### src/rtl/display_mux_if.sv
// display_mux_if: groups the scan, load and display signals of display_mux.
// master drives seq_sel/load/data_in/dp_in/blank_lz; slave drives a/cathodes/busy/ack.
interface display_mux_if;
    logic [10:0] seq_sel;
    logic        load;
    logic [31:0] data_in;
    logic [7:0]  dp_in;
    logic        blank_lz;
    logic [7:0]  a;
    logic [7:0]  cathodes;
    logic        busy;
    logic        ack;

    modport master (
        output seq_sel, load, data_in, dp_in, blank_lz,
        input  a, cathodes, busy, ack
    );

    modport slave (
        input  seq_sel, load, data_in, dp_in, blank_lz,
        output a, cathodes, busy, ack
    );
endinterface

### src/rtl/display_mux.sv
// display_mux: double-buffered 8-digit 7-segment driver with frame-synced update.
// Ports: clk, reset (async active-low), bus (slave: seq_sel/load/data in, a/cathodes/busy/ack out).
module display_mux (
    input  logic          clk,
    input  logic          reset,
    display_mux_if.slave  bus
);

    typedef struct packed {
        logic [31:0] data;
        logic [7:0]  dp;
        logic        blz;
    } disp_t;

    disp_t       shadow_q, shadow_d;
    disp_t       active_q, active_d;
    logic        busy_q, busy_d;
    logic        ack_q, ack_d;
    logic [7:0]  a_q, a_d;
    logic [7:0]  cath_q, cath_d;

    logic        sync;
    logic [2:0]  idx;
    logic [3:0]  nib;
    logic [7:0]  lz;
    logic        blank;
    logic [6:0]  seg;

    function automatic logic [6:0] enc(input logic [3:0] n);
        logic [6:0] s;
        unique case (n)
            4'h0: s = 7'b0000001;
            4'h1: s = 7'b1001111;
            4'h2: s = 7'b0010010;
            4'h3: s = 7'b0000110;
            4'h4: s = 7'b1001100;
            4'h5: s = 7'b0100100;
            4'h6: s = 7'b0100000;
            4'h7: s = 7'b0001111;
            4'h8: s = 7'b0000000;
            4'h9: s = 7'b0000100;
            4'hA: s = 7'b0001000;
            4'hB: s = 7'b1100000;
            4'hC: s = 7'b0110001;
            4'hD: s = 7'b1000010;
            4'hE: s = 7'b0110000;
            4'hF: s = 7'b0111000;
        endcase
        return s;
    endfunction

    always_comb begin
        idx  = bus.seq_sel[2:0];
        // Transfer happens on the last digit of the scan so a frame never mixes values.
        sync = busy_q && (idx == 3'b111);

        shadow_d = shadow_q;
        if (bus.load) begin
            shadow_d = '{data: bus.data_in, dp: bus.dp_in, blz: bus.blank_lz};
        end
        active_d = sync ? shadow_q : active_q;
        busy_d   = bus.load | (busy_q & ~sync);
        ack_d    = sync;

        // lz[k] = nibbles 7..k of the active value are all zero.
        lz[7] = (active_q.data[31:28] == 4'h0);
        for (int k = 6; k >= 0; k--) begin
            lz[k] = lz[k+1] && (active_q.data[4*k +: 4] == 4'h0);
        end

        nib   = active_q.data[{idx, 2'b00} +: 4];
        blank = active_q.blz && (idx != 3'd0) && lz[idx];
        seg   = blank ? 7'b1111111 : enc(nib);

        a_d    = bus.seq_sel[10:3];
        cath_d = {seg, ~active_q.dp[idx]};
    end

    always_ff @(posedge clk or negedge reset) begin
        if (!reset) begin
            shadow_q <= '0;
            active_q <= '0;
            busy_q   <= 1'b0;
            ack_q    <= 1'b0;
            a_q      <= 8'hFF;
            cath_q   <= 8'hFF;
        end else begin
            shadow_q <= shadow_d;
            active_q <= active_d;
            busy_q   <= busy_d;
            ack_q    <= ack_d;
            a_q      <= a_d;
            cath_q   <= cath_d;
        end
    end

    assign bus.a        = a_q;
    assign bus.cathodes = cath_q;
    assign bus.busy     = busy_q;
    assign bus.ack      = ack_q;

endmodule

### src/flat_wrapper.sv
// flat-port wrapper written by rule: the top's interface ports become plain ports
module display_mux_flat 
  (clk, reset, bus_seq_sel, bus_load, bus_data_in, bus_dp_in, bus_blank_lz, bus_a, bus_cathodes, bus_busy, bus_ack);
  display_mux_if bus_i ();
  input  logic clk;
  input  logic reset;
  input wire logic [$bits(bus_i.seq_sel)-1:0] bus_seq_sel;
  input wire logic [$bits(bus_i.load)-1:0] bus_load;
  input wire logic [$bits(bus_i.data_in)-1:0] bus_data_in;
  input wire logic [$bits(bus_i.dp_in)-1:0] bus_dp_in;
  input wire logic [$bits(bus_i.blank_lz)-1:0] bus_blank_lz;
  output wire logic [$bits(bus_i.a)-1:0] bus_a;
  output wire logic [$bits(bus_i.cathodes)-1:0] bus_cathodes;
  output wire logic [$bits(bus_i.busy)-1:0] bus_busy;
  output wire logic [$bits(bus_i.ack)-1:0] bus_ack;
  assign bus_i.seq_sel = bus_seq_sel;
  assign bus_i.load = bus_load;
  assign bus_i.data_in = bus_data_in;
  assign bus_i.dp_in = bus_dp_in;
  assign bus_i.blank_lz = bus_blank_lz;
  assign bus_a = bus_i.a;
  assign bus_cathodes = bus_i.cathodes;
  assign bus_busy = bus_i.busy;
  assign bus_ack = bus_i.ack;
  display_mux u_core (.clk(clk), .reset(reset), .bus(bus_i));
endmodule
### config.mk
export PLATFORM = sky130hd
export DESIGN_NAME = display_mux_flat
export DESIGN_NICKNAME = d
export VERILOG_FILES = /design/src/rtl/display_mux_if.sv /design/src/rtl/display_mux.sv /design/src/flat_wrapper.sv
export SDC_FILE = /design/constraint.sdc
export NUM_CORES = 1
export LEC_CHECK = 0
export CAP_MARGIN = 20
export CORE_MARGIN = 5
export CORE_UTILIZATION = 42
export CTS_CLUSTER_SIZE = 20
export DETAILED_ROUTE_END_ITERATION = 6
export GPL_TIMING_DRIVEN = 0
export HOLD_SLACK_MARGIN = 0.02
export PLACE_DENSITY = 0.67
export SETUP_SLACK_MARGIN = 0.4
export SKIP_LAST_GASP = 1
export SLEW_MARGIN = 25
export SYNTH_ARGS = -nofsm -noshare
export SYNTH_HDL_FRONTEND = slang
export SYNTH_SLANG_ARGS = --single-unit
### constraint.sdc
create_clock -name clk -period 2.8 [get_ports clk]
set_clock_uncertainty 0.1 [all_clocks]
set_input_delay 0.28 -clock clk [delete_from_list [all_inputs] [get_ports clk]]
set_output_delay 0.28 -clock clk [all_outputs]
set_load 0.01 [all_outputs]
==> results of run 1 <==
==> flip-flops by register name (all words and copies together) (netlist names) <==
signal,cells
u_core.shadow_q,41
u_core.bus.busy,1
u_core.bus.a,8
u_core.bus.ack,1
u_core.bus.cathodes,8
u_core.active_q,41
==> power groups by stage <==
stage          Clock (mW)  Combinational [mW]  Sequential [mW]
6_report            0.882               0.799             1.87
5_1_grt             0.956               0.892             1.90
4_1_cts             0.915               0.809             1.87
3_5_place_dp            0               0.794             1.89
3_3_place_gp            0               0.765             1.89
2_1_floorplan           0               0.453             1.88
==> area by class of cell <==
| type | count | area (µm²) | share of cell area |
|---|---|---|---|
| clock inverter | 4 | 30.03 | 0.005642 |
| tap | 133 | 166.4 | 0.03126 |
| sequential | 100 | 2522 | 0.4739 |
| buffer | 19 | 90.09 | 0.01693 |
| timing repair buffer | 72 | 738.2 | 0.1387 |
| clock buffer | 12 | 165.2 | 0.03103 |
| multi-input combinational | 230 | 1592 | 0.2990 |
| inverter | 5 | 18.77 | 0.003526 |
==> worst max-delay path: cells and delay by family (launching register included) <==
family                   cells  cell delay, ns
buffers and inverters        1            0.14
adder cells (fa/ha/maj)      1            0.27
AO/OA/AOI/OAI                2            0.44
flip-flops                   1            0.42
multiplexers                 2            0.82
==> final timing paths <==
check	start	end	cells after the start
max	u_core.active_q[33]	u_core.bus.cathodes[4]	6
min	bus_seq_sel[10]	u_core.bus.a[7]	1
max reg2reg	u_core.active_q[33]	u_core.bus.cathodes[4]	6
min reg2reg	u_core.shadow_q[17]	u_core.active_q[17]	2
max in group asynchronous	reset	u_core.bus.a[1]	3
min in group asynchronous	reset	u_core.shadow_q[18]	2
==> through the flow <==
stage	util	std cells
floorplan	-	354
global placement	0.5192	557
detailed placement	0.5221	558
CTS	0.5445	575
global route	0.5445	575
finish	0.5445	575
==> metal layers <==
layer | global-route usage | wire, µm | vias to the layer above
li1 | - | - | 1356
met1 | 0.2050 | 3732 | 1417
met2 | 0.2465 | 4223 | 78
met3 | 0.03553 | 535 | 9
met4 | 0.05541 | 129 | 0
met5 | 0 | 0 | -
==> placed cells by master (no fill, tap or decap), drive strengths merged, types with 3 or more instances in the layout <==
| master | Yosys | final |
|---|---|---|
| nand2 | 126 | 126 |
| dfrtp | 84 | 84 |
| clkdlybuf4s50 | 0 | 68 |
| mux2 | 44 | 44 |
| clkbuf | 13 | 25 |
| dfstp | 16 | 16 |
| mux4 | 10 | 10 |
| nor4 | 8 | 8 |
| buf | 6 | 8 |
| ha | 6 | 6 |
| inv | 4 | 5 |
| mux2i | 5 | 5 |
| nand3 | 4 | 4 |
| o211ai | 4 | 4 |
| o21ai | 4 | 4 |
| a21o | 3 | 3 |
| a21oi | 3 | 3 |
| clkinv | 1 | 3 |
==> logic make-up (layout without fill, tap and decap cells) <==
family	after synthesis	count (layout)	share of synthesized area
simple gates	145	145	0.1383
compound gates	20	20	0.03419
mux	59	59	0.1850
buf+inv	24	112	0.02527
flops	100	100	0.5995
fa+ha+maj	6	6	0.01784
==> timing repair <==
action,in CTS,in global routing
hold buffers,1,0
hold endpoints to repair,37,0
gates resized for setup,4,0
setup endpoints to repair,4,0
==> reports/results.tsv, run 1 <==
metric	value	unit
core	9774	µm²
postPlaceCellArea	5104	µm²
final_antenna_net_count	0	
detail_route.iter0.violations	174	
final_period_demand_of_the_worst_path	2.284	ns
fin_tns_setup	0	ns
unrepaired_setup_endpoints_after_global_routing	false	
drc_viols	0	
power.leakage	2.379	nW
proportion_of_register_bits_with_asynchronous_set_or_reset_after_synthesis	1.000	
netsw	0.9938	mW
routedWlPerCell	14.99	µm
io_pins	73	
maxSlewHeadroom	0.6200	
yosys.cell_count.top_type	nand2_1	
final-setup-viol-count	0	
io_buffers	70	
fp.dieH	110.1	µm
power_frac_comb	0.225	
timing.final.crit_share	0.8159	
cts.reportedPaths.clkPinSlew	0.09	ns
synth_sequential_area_ratio	0.5995	
run_status	finished, final reports clean	
die-area	12120	µm²
global_route.overflow_total	0	
timing_max_transition_violations_final	0	
share_seq_of_total_power	0.527	
critPathSlowestCell	mux4_2	
postRouteWirelength	8620	µm
postLayoutCellArea	5323	µm²
internal_power	2.559	mW
vias	2860	
cts_made_buffers	9	
mappedNetlistArea	4208	µm²
synth_warnings	0	
fmax	437.8	MHz
syn-mean-instance-area	11.89	µm²
route.detailed.vias_per_inst	4.974	
timing.setup.critical_path_class	flip-flop to flip-flop	
tritoncts_clock_tree	done	
critPathCaptureType	flip-flop	
power.ir.vdd_worst	306.2	µV
die_w	110.1	µm
placement_rows	36	
antenna_violations_before_repair	0	
netlist-cell-type-count	31	
cts_max_path_buffers	2	
worst-endpoint-required	2.97	ns
diodes	0	
crit_fanout	5	
cts_num_sinks	100	
worstSetupStartpointType	flip-flop	
root_buffer	clkbuf_8	
regToRegSetupSlack	0.52	ns
insertion_delay	0.37	ns
netlist_instances	354	
gp_congestion	0.9026	
n_fill_cell	873	
synth_area_leaders	dfrtp_1, mux2_2, nand2_1	
worstPathCellList	mux4_2 -> mux2_4 -> inv_1 -> ha_1 -> o211a_1 -> o21ai_0	
synth_edf_count	0	
hold_viol	0	
grt_pass1_vias	2935	
whs	0.2070	ns
cap_viol_max_count	0	
pre_cts_ws	-0.2371	ns
worst_pin_slew	0.5700	ns
post-cts-setup-buffer-count	0	
area.growth.synth_to_final	26.49	%
yosys.area.top_type_share	0.4996	
power_switching_share	0.2797	
initial_core_util	0.4305	
synthTopCellsByCount	nand2_1, dfrtp_1, mux2_2	
synthesis.nets	415	
gr-usage-all-layers	0.1536	
clock_power_share	0.248	
final_nets	498	
worst-endpoint-arrival	2.45	ns
netlist.top_cell.by_area	dfrtp_1	
grt_pass1_wl	14350	µm
synth_flop_cell	dfrtp_1	
hold_path.class	input port to flip-flop	
place_hpwl	6278	µm
clock_tree.htree_level_count	3	
post-layout-total-power	3.553	mW
share_of_post_route_cells_with_drive_strength_above_1	0.2195	
dr.pass1.iters	4	
cpPeakStageDelay	0.50	ns
timing.final.ws_setup	0.5156	ns
grt_max_degree	52	
power.density	667.5	nW/µm²
ys_ff_latch	100	
No activity file was read; power rests on OpenSTA's default activity.
==> inputs of run 2 (changes only) <==
clock period = 2.22 ns   (was 2.8 ns; I/O delays follow)
==> run 2 against run 1 <==
Compared with the run above:
- first-iteration DRC count decreased by 22%
- clock power increased by 15%
- total power increased by 30%
- sequential share of layout area decreased by 1.9 points
- combinational power increased by 55%
- critical path depth increased by 1
- cell area increased by 4.3%
- worst setup slack got worse by 0.36 ns
- die area unchanged
- clock-buffer cell count unchanged
- sequential power increased by 26%
- register-to-register slack got worse by 0.36 ns
- critical path type unchanged
- critical endpoint unchanged
- largest cell class unchanged
- largest power group unchanged
==> reports/results.tsv, run 2 (same netlist as run 1, synthesis figures left out) <==
metric	value	unit
run_status	finished, final reports clean	
cts_num_sinks	100	
cap_viol_max_count	0	
placement_rows	36	
insertion_delay	0.36	ns
dr.pass1.iters	4	
worst_pin_slew	0.5622	ns
postLayoutCellArea	5549	µm²
place_hpwl	6163	µm
diodes	0	
hold_path_startpoint	bus_seq_sel[4]	
power.leakage	2.463	nW
global_route.overflow_total	0	
final_period_demand_of_the_worst_path	2.067	ns
min_delay_path_depth	1	
cts.reportedPaths.clkPinSlew	0.10	ns
timing_max_transition_violations_final	0	
critPathCaptureType	flip-flop	
io_pins	73	
area.growth.synth_to_final	31.88	%
ff2ff_path_depth	7	
share_of_post_route_cells_with_drive_strength_above_1	0.2801	
timing.setup.critical_path_class	flip-flop to flip-flop	
fp.dieH	110.1	µm
most_frequent_cells_in_the_layout	nand2_1, dfrtp_1, clkdlybuf4s50_1	
gr-usage-all-layers	0.1543	
tritoncts_clock_tree	done	
grt_max_degree	80	
cts_max_path_buffers	2	
hold_viol	0	
worst-endpoint-required	2.40	ns
postRouteWirelength	8713	µm
postPlaceCellArea	5151	µm²
io_buffers	70	
die-area	12120	µm²
maxSlewHeadroom	0.6252	
core	9774	µm²
worstSetupStartpointType	flip-flop	
vias	2889	
clock_tree.htree_level_count	3	
timing.final.crit_share	0.9310	
power.ir.vdd_worst	382.6	µV
worst-endpoint-arrival	2.24	ns
hold-path-endpoint	u_core.bus.a[1]	
power.density	829.4	nW/µm²
final_nets	513	
regToRegSetupSlack	0.15	ns
die_w	110.1	µm
pre_cts_ws	-0.4799	ns
fmax	483.8	MHz
mostFrequentLayoutCell	nand2_1	
route.detailed.vias_per_inst	4.897	
reg_top3	u_core.active_q (41), u_core.shadow_q (41)	
gp_congestion	0.8725	
crit_fanout	3	
drc_viols	0	
final_antenna_net_count	0	
final-setup-viol-count	0	
initial_core_util	0.4305	
grt_pass1_vias	2889	
cts_made_buffers	9	
crit-reg2reg-capture	u_core.bus.cathodes[4]	
grt_pass1_wl	14430	µm
timing.final.ws_setup	0.1532	ns
antenna_violations_before_repair	0	
root_buffer	clkbuf_8	
r2r-start	u_core.active_q[18]	
routedWlPerCell	14.77	µm
unrepaired_setup_endpoints_after_global_routing	true	
detail_route.iter0.violations	135	
hold_path.class	input port to flip-flop	
## run 2: changes by cell type in the layout (fill, tap and decap cells not counted), moves of 2 or more
cell,change
clkbuf_8,-3
buf_2,-2
inv_1,-2
ha_4,+5
buf_6,+6
clkbuf_2,+4
ha_1,-6
buf_4,+10
## run 2: where the power goes
part           total, mW  switching, mW  internal (mW)
logic               1.24          0.534          0.702
registers           2.36          0.190           2.17
clock network       1.01          0.596          0.412
total               4.60           1.32           3.28
## run 2: routing by layer
metal  wire (µm)  track usage
met4         162      0.05805
met1        3696       0.2005
met5           0            0
met3         375      0.03436
met2        4479       0.2535
## run 2: worst max-delay path by stage
stage               cells after the start                 from                endpoint  slack (ns)
floorplan                               9       bus_seq_sel[1]  u_core.bus.cathodes[4]        0.19
global placement                        1                reset      u_core.active_q[5]       -2.76
detailed placement                      8       bus_seq_sel[2]  u_core.bus.cathodes[4]       -0.48
CTS                                     7  u_core.active_q[18]  u_core.bus.cathodes[4]        0.14
global route                            8  u_core.active_q[18]  u_core.bus.cathodes[2]        0.05
finish                                  7  u_core.active_q[18]  u_core.bus.cathodes[4]        0.15
## run 2: per-stage QoR
step	hold slack, ns	TNS, ns	power, mW	utilization	cells
2_1_floorplan	-0.1736	0	2.969	-	354
3_3_place_gp	0.3537	-266.93	3.385	0.5241	557
3_5_place_dp	-0.01507	-10.20	3.419	0.5270	558
4_1_cts	0.1414	0	4.538	0.5565	585
5_1_grt	0.1392	0	4.865	0.5677	590
6_report	0.1602	0	4.602	0.5677	590
## run 2: critical path, stage by stage, from the launching register on
cell and delay, ns:
dfrtp_1 0.43, mux4_2 0.50, mux2i_4 0.21, inv_2 0.11
ha_4 0.19, mux2_4 0.28, nor2_4 0.10, o21ai_2 0.05
## run 2: layout make-up
| type | instances | area, µm² |
|---|---|---|
| plain buffers | 19 | 107.6 |
| clock buffers | 12 | 135.1 |
| clock inverters | 4 | 28.78 |
| fillers | 844 | 4225 |
| inverters | 5 | 21.27 |
| multi-input cells | 230 | 1695 |
| flip-flops and latches | 100 | 2522 |
| well taps | 133 | 166.4 |
| repair buffers | 87 | 872.1 |
## run 2: what timing repair did
action / 4_1_cts / 5_1_grt
resized for setup: 12 / 21
pin swaps: 3 / 10
hold buffers: 1 / 0
endpoints found under the hold margin: 88 / 0
setup endpoints to repair: 47 / 38
setup buffers: 10 / 5
==> inputs of run 3 (changes only) <==
CORE_UTILIZATION = 50   (was 42)
PLACE_DENSITY = 0.77   (was 0.67)
==> run 3 against run 2 <==
Compared with the run above:
- cell area shrank 1.1%
- worst setup slack lost 0.025 ns
- maximum frequency shrank 1.2%
- clock power grew 7%
- utilization grew 10 points
- die area shrank 15%
- first-iteration DRC count grew 62%
- highest routed layer unchanged
- cell count shrank 5.1%
- sequential cell count is the same
- sequential share of layout area grew 0.51 points
- largest cell class unchanged
==> reports/results.tsv, run 3 (same netlist as run 1, synthesis figures left out) <==
metric	value	unit
timing_max_transition_violations_final	0	
postRouteWirelength	8776	µm
crit_fanout	4	
area.growth.synth_to_final	30.42	%
hold_path_startpoint	bus_seq_sel[9]	
fmax	478.0	MHz
route.detailed.vias_per_inst	5.157	
grt.met3_usage	0.04545	
final_core_area_utilization	0.6679	
hold_path.class	input port to flip-flop	
grt_pass1_vias	2997	
cts_max_path_buffers	2	
grt_util_met1	0.2420	
core	8217	µm²
worst-endpoint-arrival	2.27	ns
grt_use_met2	0.2923	
worstSetupStartpointType	flip-flop	
postLayoutCellArea	5488	µm²
r2r-start	u_core.active_q[13]	
root_buffer	clkbuf_8	
timing.final.ws_setup	0.1281	ns
post-layout-total-power	4.616	mW
worst_pin_slew	0.5943	ns
critPathCaptureType	flip-flop	
cp_num_buf_inv	2	
clock_tree.htree_level_count	3	
die_w	101.7	µm
timing.final.crit_share	0.9423	
most_frequent_cells_in_the_layout	nand2_1, dfrtp_1, clkdlybuf4s50_1	
diodes	0	
global_route.peak_usage_layer	met2	
grt_pass1_wl	14680	µm
cts.reportedPaths.clkPinSlew	0.10	ns
final_cells	560	
final_nets	511	
worstSetupStartpoint	u_core.active_q[13]	
drc_viols	0	
maxSlewHeadroom	0.6038	
power.density	841.1	nW/µm²
fp.dieH	101.7	µm
routedWlPerCell	15.67	µm
final_antenna_net_count	0	
final-setup-viol-count	0	
postPlaceCellArea	5116	µm²
hold_viol	0	
run_status	finished, final reports clean	
cts_made_buffers	9	
final_period_demand_of_the_worst_path	2.092	ns
vias	2888	
worstPathCellList	mux4_2 -> mux2_4 -> inv_6 -> buf_6 -> ha_4 -> mux2_2 -> nor2_1 -> o21ai_1	
insertion_delay	0.35	ns
gp_congestion	0.8535	
cpPeakStageDelay	0.47	ns
io_buffers	70	
cts_num_sinks	100	
cap_viol_max_count	0	
global_route.overflow_total	0	
critPathTopFamily	multiplexers	
antenna_violations_before_repair	0	
tritoncts_clock_tree	done	
share_of_post_route_cells_with_drive_strength_above_1	0.2703	
gr-usage-all-layers	0.1827	
regToRegSetupSlack	0.13	ns
power.leakage	2.458	nW
worst-endpoint-required	2.40	ns
critPathSlowestCell	mux4_2	
reg_top3	u_core.active_q (41), u_core.shadow_q (41)	
post_placement_cell_count	530	
placement_rows	33	
place_hpwl	6190	µm
die-area	10350	µm²
grt_max_degree	82	
initial_core_util	0.5121	
power.ir.vdd_worst	450.1	µV
pre_cts_ws	-0.4646	ns
dr.pass1.iters	4	
timing.setup.critical_path_class	flip-flop to flip-flop	
io_pins	73	
mostFrequentLayoutCell	nand2_1	
unrepaired_setup_endpoints_after_global_routing	true	
detail_route.iter0.violations	219	
run 3: repair_timing:
action                                  CTS  global route
gates resized for setup                  13             9
setup buffers                            10             3
endpoints found under the hold margin    92             0
hold buffers                              1             0
endpoints found under the setup margin   47            48
pin swaps                                 6             4
run 3: worst reg2reg max path: stages, from the launching register on:
cell,delay (ns)
dfrtp_1,0.43
mux4_2,0.47
mux2_4,0.34
inv_6,0.10
buf_6,0.10
ha_4,0.12
mux2_2,0.15
nor2_1,0.04
o21ai_1,0.16
run 3: final timing paths:
check	cells past startpoint	to
worst min-delay path	1	u_core.bus.a[6]
min in group asynchronous	2	u_core.shadow_q[35]
worst max-delay path	8	u_core.bus.cathodes[4]
worst min register to register	2	u_core.active_q[22]
max in group asynchronous	3	u_core.bus.cathodes[4]
worst max register to register	8	u_core.bus.cathodes[4]
run 3: per-layer routing:
metal | share of wire | routed length, µm
met2 | 0.50 | 4395
met4 | 0.018 | 162
met3 | 0.054 | 472
met1 | 0.43 | 3745
met5 | 0 | 0
run 3: area by class of cell:
cell class / instances / area [µm²]
well taps: 105 / 131.4
clock inverters: 4 / 31.28
flip-flops and latches: 100 / 2522
fillers: 614 / 2729
clock buffers: 12 / 155.1
inverters: 5 / 23.77
repair buffers: 85 / 849.6
multi-input cells: 230 / 1667
plain buffers: 19 / 107.6
run 3: where the power goes:
part / switching, mW / total [mW] / internal [mW]
combinational: 0.510 / 1.17 / 0.664
sequential: 0.195 / 2.36 / 2.17
clock: 0.604 / 1.08 / 0.474
total: 1.31 / 4.62 / 3.31
run 3: per-stage QoR:
stage | TNS (ns) | hold WS, ns
6_report | 0 | 0.1609
4_1_cts | 0 | 0.1470
3_3_place_gp | -253.10 | 0.3504
2_1_floorplan | 0 | -0.1736
5_1_grt | 0 | 0.1260
3_5_place_dp | -8.163 | -0.02369
